`src/rtl/key_event_buf.sv`:
```
// Keypad receiver: syncs and debounces {key_in,key_val}, queues one key code per debounced press.
// Latency: push (rd_valid) after edge 3+DEBOUNCE_CYCLES from a stable input; rd_data is show-ahead.
// Backpressure: reader pops with rd_ack; a press arriving at a full FIFO with no pop is dropped and sets sticky overflow.
module key_event_buf #(
    parameter int DEBOUNCE_CYCLES = 16,
    parameter int FIFO_DEPTH      = 4
) (
    input  logic       i_clk,
    input  logic       i_rst_n,
    input  logic       i_key_in,
    input  logic [3:0] i_key_val,
    input  logic       i_rd_ack,
    input  logic       i_clr_ovf,
    output logic       o_rd_valid,
    output logic [3:0] o_rd_data,
    output logic       o_key_held,
    output logic       o_overflow
);

    localparam int CW = $clog2(DEBOUNCE_CYCLES);
    localparam int PW = $clog2(FIFO_DEPTH);
    localparam logic [CW-1:0] CNT_LAST = CW'(DEBOUNCE_CYCLES - 1);
    localparam logic [PW:0]   CNT_FULL = (PW+1)'(FIFO_DEPTH);

    typedef enum logic [1:0] {
        S_IDLE,
        S_PRESS_WAIT,
        S_HELD,
        S_RELEASE_WAIT
    } state_t;

    logic [4:0]    r_s1, r_s2;
    state_t        r_state, w_next;
    logic [CW-1:0] r_cnt;
    logic [3:0]    r_cap;
    logic          r_key_held;
    logic          w_cnt_inc, w_push, w_cap_ld;
    logic          w_s2_key;
    logic [3:0]    w_s2_val;

    logic [3:0]    r_mem [FIFO_DEPTH];
    logic [PW-1:0] r_rd_ptr, r_wr_ptr;
    logic [PW:0]   r_count;
    logic          r_overflow;
    logic          w_full, w_pop, w_wr, w_drop;

    assign w_s2_key = r_s2[4];
    assign w_s2_val = r_s2[3:0];

    always_ff @(posedge i_clk or negedge i_rst_n) begin
        if (!i_rst_n) begin
            r_s1 <= '0;
            r_s2 <= '0;
        end else begin
            r_s1 <= {i_key_in, i_key_val};
            r_s2 <= r_s1;
        end
    end

    always_comb begin
        w_next    = r_state;
        w_cnt_inc = 1'b0;
        w_push    = 1'b0;
        w_cap_ld  = 1'b0;
        case (r_state)
            S_IDLE: begin
                if (w_s2_key) begin
                    w_next   = S_PRESS_WAIT;
                    w_cap_ld = 1'b1;
                end
            end
            S_PRESS_WAIT: begin
                // Any change of the code during the wait is treated as a glitch.
                if (!w_s2_key || (w_s2_val != r_cap)) begin
                    w_next = S_IDLE;
                end else if (r_cnt == CNT_LAST) begin
                    w_next = S_HELD;
                    w_push = 1'b1;
                end else begin
                    w_cnt_inc = 1'b1;
                end
            end
            S_HELD: begin
                if (!w_s2_key) w_next = S_RELEASE_WAIT;
            end
            S_RELEASE_WAIT: begin
                if (w_s2_key) begin
                    w_next = S_HELD;
                end else if (r_cnt == CNT_LAST) begin
                    w_next = S_IDLE;
                end else begin
                    w_cnt_inc = 1'b1;
                end
            end
            default: w_next = S_IDLE;
        endcase
    end

    always_ff @(posedge i_clk or negedge i_rst_n) begin
        if (!i_rst_n) begin
            r_state    <= S_IDLE;
            r_cnt      <= '0;
            r_cap      <= '0;
            r_key_held <= 1'b0;
        end else begin
            r_state    <= w_next;
            r_key_held <= (w_next == S_HELD) || (w_next == S_RELEASE_WAIT);
            if (w_next != r_state) r_cnt <= '0;
            else if (w_cnt_inc)    r_cnt <= r_cnt + CW'(1);
            if (w_cap_ld) r_cap <= w_s2_val;
        end
    end

    assign o_key_held = r_key_held;

    // A pop in the same cycle frees the slot, so a push into a full FIFO still lands.
    assign w_full = (r_count == CNT_FULL);
    assign w_pop  = i_rd_ack & o_rd_valid;
    assign w_wr   = w_push & (~w_full | w_pop);
    assign w_drop = w_push & w_full & ~w_pop;

    always_ff @(posedge i_clk or negedge i_rst_n) begin
        if (!i_rst_n) begin
            for (int i = 0; i < FIFO_DEPTH; i++) r_mem[i] <= '0;
            r_rd_ptr   <= '0;
            r_wr_ptr   <= '0;
            r_count    <= '0;
            r_overflow <= 1'b0;
        end else begin
            if (w_wr) begin
                r_mem[r_wr_ptr] <= r_cap;
                r_wr_ptr        <= r_wr_ptr + PW'(1);
            end
            if (w_pop) r_rd_ptr <= r_rd_ptr + PW'(1);
            case ({w_wr, w_pop})
                2'b10:   r_count <= r_count + (PW+1)'(1);
                2'b01:   r_count <= r_count - (PW+1)'(1);
                default: r_count <= r_count;
            endcase
            if (w_drop)         r_overflow <= 1'b1;
            else if (i_clr_ovf) r_overflow <= 1'b0;
        end
    end

    assign o_rd_valid = (r_count != '0);
    assign o_rd_data  = o_rd_valid ? r_mem[r_rd_ptr] : 4'd0;
    assign o_overflow = r_overflow;

endmodule

```
`config.mk`:
```
export PLATFORM = sky130hd
export DESIGN_NAME = key_event_buf
export DESIGN_NICKNAME = d
export VERILOG_FILES = /design/src/rtl/key_event_buf.sv
export SDC_FILE = /design/constraint.sdc
export NUM_CORES = 1
export LEC_CHECK = 0
export BUFFER_PORTS_ARGS = -buffer_cell sky130_fd_sc_hd__buf_2
export CAP_MARGIN = 15
export CORE_MARGIN = 5
export CORE_UTILIZATION = 60
export DETAILED_ROUTE_END_ITERATION = 16
export PLACE_DENSITY = 0.8
export SLEW_MARGIN = 20
export SYNTH_ARGS = -nofsm -noshare
export SYNTH_HDL_FRONTEND = slang
export SYNTH_SLANG_ARGS = --single-unit
```
`constraint.sdc`:
```
create_clock -name i_clk -period 5.76 [get_ports i_clk]
set_input_delay 0.576 -clock i_clk [delete_from_list [all_inputs] [get_ports i_clk]]
set_output_delay 0.576 -clock i_clk [all_outputs]
set_load 0.02 [all_outputs]
```
Yosys cells after proc, flatten, opt, wreduce, memory -nomap -nowiden. Index checks and enable logic that the tools add are counted.

Register bits: 45. Word-level logic and storage cells: 79.

$add $sub $neg: 5. Bitwise gates (word level): 9. Multiplexer cells: 28. Reduce and logical (&&, ||, !) cells: 9. Equality and inequality tests: 11. $lt $le $gt $ge: 3.

Operators with widths (count): $mux W4 (6); $bwmux W16 (1); $mux W2 (6); $eq A2 B2 Y1 const B (5); $mux W1 (10); $bmux W4 S2 (1); $demux W4 S2 (1); $pmux W2 S4 (1); $ge A3 B3 Y1 const B (2); $not A2 Y3 (2); $pmux W3 S2 (1); $reduce_bool A2 Y1 (3); $add A2 B1 Y2 const B (2); $add A4 B1 Y4 const B (1); $and A1 B1 Y1 (4); $eq A2 B1 Y1 const B (2); $eq A4 B4 Y1 const B (1); $ne A4 B4 Y1 (1); $add A3 B1 Y3 const B (1); $eq A3 B3 Y1 const B (1); $lt A3 B1 Y1 const B (1); $reduce_bool A3 Y1 (1); $sub A3 B1 Y3 const B (1); $logic_not A2 Y1 (1); 7 further kinds (9).

Longest topological paths before layout. Gate-level depths: netlist of the first run.

Depth after elaboration: 7. Gate-level depth with buffers: 10.

Least setup slack after synthesis of the first run. No wires, ideal clock.

Kind: input to register. Start point: in i_rd_ack. End point: reg r_count[2]. Arrival: 2229 ps. Setup time: 79 ps. Path slack: 3452 ps. Stages: 9. Path through: nor4b_1 > nor4_4 > inv_1 > ha_1 > inv_1 > fa_1 > xor2_1 > nor2_1 > xor2_1.

Cells in the longest elaborated chain, start to end: 5. Elaborated cells between the ends (all ways): 7. Classes of those cells: eq/ne: 2; mux: 1; bitwise: 3; reduce/logical: 1.

RTL lines: start: declaration (line 12) `input logic i_rd_ack,`; $and A1 B1 Y1 (*) (line 118) `assign w_pop = i_rd_ack & o_rd_valid;`; $or A1 B1 Y1 (line 119) `assign w_wr = w_push & (~w_full | w_pop);`; $and A1 B1 Y1 (line 119); $eq A2 B1 Y1 / $eq A2 B2 Y1 (equally long branches) (line 135) `case ({w_wr, w_pop})`; $pmux W3 S2 / $reduce_bool A2 Y1 (equally long branches); end signal: assignment (line 136) `2'b10: r_count <= r_count + (PW+1)'(1);`; end signal: assignment (line 137) `2'b01: r_count <= r_count - (PW+1)'(1);`; end signal: assignment (line 138) `default: r_count <= r_count;`; end: declaration (line 43) `logic [PW:0] r_count;`.

Every way passes the cells marked *; elsewhere a longest branch is shown, timed or not. A chain may end at the register's enable or synchronous reset.

Worst setup path after layout of the first run.
Start point: reg r_cnt[0]. End point: reg r_count[2].

Cells in the longest elaborated chain, start to end: 7. Elaborated cells between the ends (all ways): 9. Classes of those cells: eq/ne: 3; mux: 4; bitwise: 1; reduce/logical: 1.

RTL lines: start: declaration (line 34) `logic [CW-1:0] r_cnt;`; start signal: assignment (line 109) `else if (w_cnt_inc) r_cnt <= r_cnt + CW'(1);`; $eq A4 B4 Y1 (*) (line 76) `end else if (r_cnt == CNT_LAST) begin`; $mux W1 (*) (line 76); $mux W1 (*) (line 74) `if (!w_s2_key || (w_s2_val != r_cap)) begin`; $mux W1 (*) (line 65) `case (r_state)`; $and A1 B1 Y1 (*) (line 119); $eq A2 B1 Y1 / $eq A2 B2 Y1 (equally long branches) (line 135); $pmux W3 S2 / $reduce_bool A2 Y1 (equally long branches).

Marks and branches as above.

==> metrics.md, run 1 <==
| Metric | Value |
|---|---|
| Status | `finished clean` |
| Non-filler cells, final | `204` |
| Via count | `1,119` |
| CTS tree | `yes` |
| Multi-input logic area | `775.7 µm²` |
| Hold Vio Cnt, Final | `0` |
| Mapped cell area | `1936 µm²` |
| Compound-gate portion of the synthesized area | `3.878%` |
| Detailed Route WL | `3036 µm` |
| Final instance area | `2153 µm²` |
| Final GP Congestion | `0.7550` |
| Post-Synth XOR/XNOR Area | `4.977%` |
| Initial antenna violation count | `0` |
| TritonCTS Buffers | `5` |
| Pins Over Slew Limit | `0` |
| Adder-Cell Fraction of Synth Area | `4.913%` |
| PwrDens | `323.1 nW/µm²` |
| Initial drt markers | `28` |
| Max-cap violations | `0` |
| Largest net degree at the start of global routing | `46` |
| Arrival @ worst endpoint | `2.75 ns` |
| DPL Wire Length | `2210 µm` |
| Drc violations | `0` |
| Final core occ | `69.96%` |
| CP Capture Type | `flop` |
| Drt wl/cell | `14.88 µm` |
| Post-DR vias/cell | `5.485` |
| Clock Skews | `0.008174 ns` |
| CTS Hold Buffers Added | `0` |
| CP required | `6.02 ns` |
| Synth Instances | `138` |
| First-pass iteration count of the detailed router | `4` |
| Clk Latency, worst-skew pair | `0.36 ns` |
| Worst rel slew slack | `58.10%` |
| Sum of negative setup slack | `0 ns` |
| Post-detailed-route count of antenna-violating nets | `0` |
| H-tree Lvls | `2` |
| Resize count post-CTS | `0` |
| Synthesized flop and latch total | `45` |
| Final setup viols | `0` |
| I/O pin total | `16` |
| VDD IR max | `0.0001950 V` |
| Clock transition at the registers of the reported paths | `0.13 ns` |
| # fillers | `229` |
| Ant. Diodes | `0` |
| Final worst-path cycle share | `43.27%` |
| Synth unique cells | `31` |
| Worst Path Max Fanout | `8` |
| Clock sinks | `45` |
| FMAX | `401.2 MHz` |
| First-pass GRT wire length | `5451 µm` |
| Lkg Pwr | `1.020 nW` |
| Vias in the first global route | `1,188` |
| Max clock buf depth | `2` |
| Crit path from | `r_cnt[0]` |
| Gr ovfl total | `0` |
| # rows | `20` |
| Worst R2R Start | `r_cnt[0]` |
| Register area | `1126 µm²` |
| Worst slew pin tran | `0.6198 ns` |
| Die W | `66.80 µm` |
| Final worst path period need | `2.492 ns` |
| Most frequent cells in the layout | `dfrtp_1 (45), mux2_2 (20), buf_2 (14)` |
| Largest family of logic cells by synthesized area | `multiplexers` |
| Core area | `3078 µm²` |
| Die Footprint | `4462 µm²` |
| Layout Nets | `175` |
| Share of layout cells above drive strength 1 | `31.25%` |
| Commonest non-fill, non-tap cell in the layout | `dfrtp_1` |
| Area Overhead vs Synth | `11.25%` |
| Cells after DPL | `196` |
| Tot GR Track Use | `17.21%` |
| Root Buffer Master | `clkbuf_4` |
| Unrepaired setup endpoints after global routing | `false` |
| Multiplexer share of the synthesized area | `16.81%` |
| Post-CTS setup buffer count | `0` |
| Register area share after synthesis | `58.18%` |
| Hold WS | `0.1783 ns` |
| Placed cell area | `2062 µm²` |
| Synth Area in Simple Gates | `9.502%` |
| Initial core utilization | `62.89%` |
| Critical path class | `reg2reg` |
| Buffers on Ports | `15` |
| Syn avg cell area | `14.03 µm²` |
| Die H | `66.80 µm` |
| Syn nets | `154` |
| Yosys warnings | `0` |
| Hold crit path type | `in2async` |
| Critical Path Source Type | `flop` |
cells by family after synthesis:
group / after synthesis
AND/OR/NAND/NOR: 29
multiplexers: 25
flip-flops: 45
XOR/XNOR: 11
AO/OA/AOI/OAI: 12
buffers and inverters: 9
adder cells (fa/ha/maj): 7
through the flow:
step	worst slack [ns]	power, mW
4_1_cts	3.253	0.7020
6_report	3.268	0.6957
3_3_place_gp	3.274	0.4900
2_1_floorplan	3.452	0.4632
5_1_grt	3.073	0.7336
3_5_place_dp	3.155	0.4995
layer usage:
layer	vias up	routed length [µm]	part of all wire (%)	track usage, %
met1	557	1300	43	20.86
met3	10	149	4.9	5.228
met5	-	0	0	0
met4	0	75	2.5	8.122
li1	531	-	-	-
met2	21	1511	50	27.97
cell usage after synthesis, drive strengths merged:
master / n / area [µm²]
nand4: 1 / 6.260
dfrtp: 45 / 1126
clkbuf: 1 / 3.750
and2: 5 / 31.28
nor3: 3 / 15.01
o22ai: 1 / 6.260
o31ai: 2 / 15.01
ha: 6 / 75.07
and4b: 2 / 20.02
xnor2: 8 / 70.07
nor4b: 1 / 8.760
a22o: 1 / 8.760
a32o: 1 / 10.01
mux4: 4 / 90.09
xor2: 3 / 26.28
mux2i: 1 / 10.01
inv: 8 / 30.03
fa: 1 / 20.02
or3: 1 / 6.260
nand2: 8 / 35.03
and3: 1 / 6.260
nor3b: 1 / 7.510
nand2b: 1 / 6.260
nand3: 2 / 10.01
a21oi: 3 / 15.01
nor2: 1 / 3.750
o21ai: 4 / 20.02
nor2b: 1 / 6.260
mux2: 20 / 225.2
nor4: 1 / 21.27
where the power goes:
group | total (mW) | internal, mW | switching [mW]
Clock | 0.204 | 0.103 | 0.101
Combinational | 0.106 | 0.0542 | 0.0513
Sequential | 0.386 | 0.344 | 0.0420
Total | 0.696 | 0.501 | 0.194
worst max-delay path, cell delays in order, from the launching register on:
cell     delay [ns]
dfrtp_1        0.41
ha_1           0.21
nand3_1        0.26
nor4_4         0.58
inv_1          0.09
ha_1           0.22
inv_1          0.08
fa_1           0.18
xor2_1         0.14
nor2_1         0.06
xor2_1         0.14
state kept, by name, indices dropped and copies added, names as in the netlist:
name,cells
r_state,2
r_cap,4
r_s1,5
r_mem,16
r_wr_ptr,2
r_cnt,4
o_overflow,1
o_key_held,1
r_count,3
r_s2,5
r_rd_ptr,2
final cells by class:
| cell class | count | area share (%) |
|---|---|---|
| flip-flops and latches | 45 | 52.30 |
| repair buffers | 15 | 3.603 |
| clock buffers | 6 | 2.382 |
| inverters | 8 | 1.395 |
| well taps | 44 | 2.557 |
| clock inverters | 2 | 1.743 |
| multi-input cells | 84 | 36.03 |
final timing paths:
kind | end | slack [ns] | depth (start not counted)
min in group i_clk | r_s1[0] | 0.31 | 1
max in group asynchronous | r_s2[4] | 5.20 | 1
max | r_count[2] | 3.27 | 10
min reg2reg | r_s2[1] | 0.36 | 0
min | r_rd_ptr[0] | 0.18 | 1
max reg2reg | r_count[2] | 3.27 | 10
No activity file was read; power rests on OpenSTA's default activity.
==> inputs of run 2 (changes only) <==
--- a/config.mk
+++ b/config.mk
@@ -5,12 +5,13 @@
 export SDC_FILE = /design/constraint.sdc
 export NUM_CORES = 1
 export LEC_CHECK = 0
+export ABC_AREA = 1
 export BUFFER_PORTS_ARGS = -buffer_cell sky130_fd_sc_hd__buf_2
 export CAP_MARGIN = 15
 export CORE_MARGIN = 5
-export CORE_UTILIZATION = 60
+export CORE_UTILIZATION = 53
 export DETAILED_ROUTE_END_ITERATION = 16
-export PLACE_DENSITY = 0.8
+export PLACE_DENSITY = 0.74
 export SLEW_MARGIN = 20
 export SYNTH_ARGS = -nofsm -noshare
 export SYNTH_HDL_FRONTEND = slang
==> constraint.sdc (replaced) <==
create_clock -name i_clk -period 2.1 [get_ports i_clk]
set_input_delay 0.21 -clock i_clk [delete_from_list [all_inputs] [get_ports i_clk]]
set_output_delay 0.21 -clock i_clk [all_outputs]
set_load 0.02 [all_outputs]
==> run 2 against run 1 <==
Effect of this change:
- worst hold slack worse by 0.16 ns
- total power rose to 3.1 times the previous value
- clock skew fell by 0.0055 ns
- critical path depth grew 2
- routed wire length is 26% higher
- largest power group unchanged
==> metrics.md, run 2 <==
| Metric | Value |
|---|---|
| Clock transition at the registers of the reported paths | `0.08 ns (-0.05 ns)` |
| Post-detailed-route count of antenna-violating nets | `0 (unchanged)` |
| Part of the power in combinational logic | `29.5% (+14 points)` |
| Synth area leaders | `dfrtp_1 (54%), nand2_1 (11%), nand4_1 (5.7%)` |
| Buffers on Ports | `15 (unchanged)` |
| Clk network pwr share | `23.2% (-6.1 points)` |
| CP required | `2.28 ns (-3.74 ns)` |
| Syn avg cell area | `9.022 µm² (-36%)` |
| Final GP Congestion | `0.8277 (+9.6%)` |
| Max-cap violations | `0 (unchanged)` |
| Clock Skews | `0.002683 ns (-0.005490 ns)` |
| Arrival @ worst endpoint | `2.16 ns (-0.59 ns)` |
| Clock sinks | `45 (unchanged)` |
| Initial drt markers | `113 (+300%)` |
| Synth top area share | `53.57% (-4.6 points)` |
| Critical Path Source Type | `flop` |
| Hold crit path type | `in2reg` |
| Hold WS | `0.02144 ns (-0.1568 ns)` |
| Worst slew pin tran | `0.5516 ns (-0.06826 ns)` |
| Post-synth top flop | `dfrtp_1` |
| Most common cell in the netlist | `nand2_1` |
| Core area | `3744 µm² (+22%)` |
| Slowest-stage cell, CP | `dfrtp_1` |
| Leading area contributor after synthesis | `dfrtp_1` |
| Max clock buf depth | `2 (unchanged)` |
| Hold Vio Cnt, Final | `0 (unchanged)` |
| Most flops, register | `r_mem` |
| Commonest non-fill, non-tap cell in the layout | `nand2_1` |
| Drc violations | `0 (unchanged)` |
| Die Footprint | `5325 µm² (+19%)` |
| Yosys warnings | `0 (unchanged)` |
| H-tree Lvls | `2 (unchanged)` |
| Ant. Diodes | `0 (unchanged)` |
| Die W | `72.98 µm (+9.3%)` |
| Syn nets | `249 (+62%)` |
| Final worst-path cycle share | `94.42% (+51 points)` |
| VDD IR max | `0.0005960 V (+210%)` |
| Most frequent cells in the layout | `nand2_1 (61), dfrtp_1 (45), nor2_1 (24)` |
| Synth unique cells | `25 (-19%)` |
| Top flop regs | `r_mem (16), r_s1 (5), r_s2 (5)` |
| Placed cell area | `2287 µm² (+11%)` |
| Initial antenna violation count | `0 (unchanged)` |
| Post-synth top cells | `nand2_1 (61), dfrtp_1 (45), nor2_1 (24), inv_1 (20), nand4_1 (19)` |
| Pins Over Slew Limit | `0 (unchanged)` |
| Adder-Cell Fraction of Synth Area | `4.524% (-0.39 points)` |
| TritonCTS Buffers | `5 (unchanged)` |
| Top Family by Delay on Critical Path | `adder cells` |
| Internal power | `1.427 mW (+180%)` |
| Root Buffer Master | `clkbuf_8` |
| Synth async-reset ratio | `100.0% (unchanged)` |
| CP Capture Type | `flop` |
| Worst Path Max Fanout | `4 (-4)` |
| Mapped cell area | `2102 µm² (+8.6%)` |
| Clk Latency, worst-skew pair | `0.29 ns (-0.07 ns)` |
| Final setup viols | `0 (unchanged)` |
| Detailed Route WL | `3812 µm (+26%)` |
| Layout Nets | `279 (+59%)` |
| Sw Ratio | `34.87% (+6.9 points)` |
| Synth Area in Simple Gates | `27.14% (+18 points)` |
| Lkg Pwr | `1.241 nW (+22%)` |
| Final core occ | `64.64% (-5.3 points)` |
| DPL Wire Length | `2912 µm (+32%)` |
| FMAX | `504.3 MHz (+26%)` |
| Tot GR Track Use | `16.86% (-0.35 points)` |
| Final worst path period need | `1.983 ns (-0.5095 ns)` |
| Worst rel slew slack | `62.84% (+4.7 points)` |
| Register area share after synthesis | `53.57% (-4.6 points)` |
| First-pass GRT wire length | `6865 µm (+26%)` |
| Multiplexer share of the synthesized area | `0.5357% (-16 points)` |
| Largest stage delay, worst path | `0.42 ns (-0.16 ns)` |
| CTS tree | `yes` |
| Post-DR vias/cell | `4.997 (-8.9%)` |
| Gr ovfl total | `0 (unchanged)` |
| Sw power | `0.7640 mW (+290%)` |
| Seq pwr share | `47.3% (-8.2 points)` |
| First-pass iteration count of the detailed router | `4 (unchanged)` |
| Drt wl/cell | `12.22 µm (-18%)` |
| Initial core utilization | `56.15% (-6.7 points)` |
| Number of synthesized flops with an enable pin | `0 (unchanged)` |
| Largest family of logic cells by synthesized area | `simple AND/OR/NAND/NOR gates` |
| Largest net degree at the start of global routing | `24 (-48%)` |
| CP Cell Sequence | `ha_1 -> nand2_1 -> nor2_1 -> inv_1 -> nor2_4 -> nand2_1 -> ha_1 -> inv_1 -> fa_2 -> a21oi_2 -> o21ai_1 -> xor2_1` |
| Critical path class | `reg2reg` |
| Vias in the first global route | `1,532 (+29%)` |
| Final instance area | `2420 µm² (+12%)` |
| Synthesized flop and latch total | `45 (unchanged)` |
| PwrDens | `905.5 nW/µm² (+180%)` |
| Sum of negative setup slack | `0 ns (unchanged)` |
| Max reg flops | `16 (unchanged)` |
| Via count | `1,559 (+39%)` |
| Die H | `72.98 µm (+9.3%)` |
| Synth Instances | `233 (+69%)` |
| Compound-gate portion of the synthesized area | `5.595% (+1.7 points)` |
| # rows | `22 (+10%)` |
| Area Overhead vs Synth | `15.12%` |
| Status | `finished clean` |
| Worst path bufs/invs | `2 (unchanged)` |
| Share of layout cells above drive strength 1 | `17.80% (-13 points)` |
| Post-Synth XOR/XNOR Area | `2.917% (-2.1 points)` |
| I/O pin total | `16 (unchanged)` |
-- run 2: cell families (layout without fill, tap and decap cells) --
group                    Yosys count  after routing
AO/OA/AOI/OAI                     22             22
XOR/XNOR                           7              7
adder cells (fa/ha/maj)            7              7
buffers and inverters             29             60
flip-flops                        45             45
multiplexers                       1              1
AND/OR/NAND/NOR                  122            122
-- run 2: area by class of cell --
class / count / area, µm²
Clock buffer: 7 / 76.32
Clock inverter: 1 / 7.507
Fill cell: 326 / 1324
Inverter: 24 / 90.09
Multi-Input combinational cell: 159 / 869.6
Sequential cell: 45 / 1126
Tap cell: 48 / 60.06
Timing Repair Buffer: 28 / 190.2
-- run 2: repair_timing --
action / 4_1_cts / 5_1_grt
hold endpoints to repair: 22 / 1
setup buffers: 0 / 2
endpoints found under the setup margin: 0 / 2
hold buffers: 1 / 1
gates resized for setup: 0 / 5
-- run 2: path summary, 6_finish.rpt --
| path | startpoint | end | slack [ns] | cells after the start |
|---|---|---|---|---|
| setup / recovery | r_cnt[0] | r_count[2] | 0.12 | 12 |
| hold / removal | i_key_val[0] | r_s1[0] | 0.02 | 1 |
| setup reg to reg | r_cnt[0] | r_count[2] | 0.12 | 12 |
| hold reg to reg | r_s1[3] | r_s2[3] | 0.35 | 0 |
| max in group asynchronous | i_rst_n | r_state[0] | 1.17 | 3 |
| min in group asynchronous | i_rst_n | r_rd_ptr[1] | 0.43 | 2 |
-- run 2: routing by layer --
metal	vias up	part of all wire [%]	wire length (µm)	GRT usage, %
met4	0	1.4	55	7.992
met5	-	0	0	0
li1	822	-	-	-
met3	5	2.3	88	3.306
met2	17	49	1871	27.56
met1	715	47	1798	21.49
-- run 2: stage by stage --
step	total power, mW	worst slack [ns]	instances
floorplan	1.463	0.03022	233
global route	2.367	-0.01266	312
finish	2.191	0.1172	312
detailed placement	1.681	0.05244	300
global placement	1.658	0.09812	300
CTS	2.196	0.04232	309
-- run 2: power by group through the flow --
stage,clock network (mW),registers (mW),logic [mW]
final,0.508,1.04,0.647
after detailed placement,0,1.05,0.629
after global placement,0,1.05,0.612
after CTS,0.528,1.03,0.633
after floorplan,0,1.01,0.450
after global routing,0.576,1.05,0.742
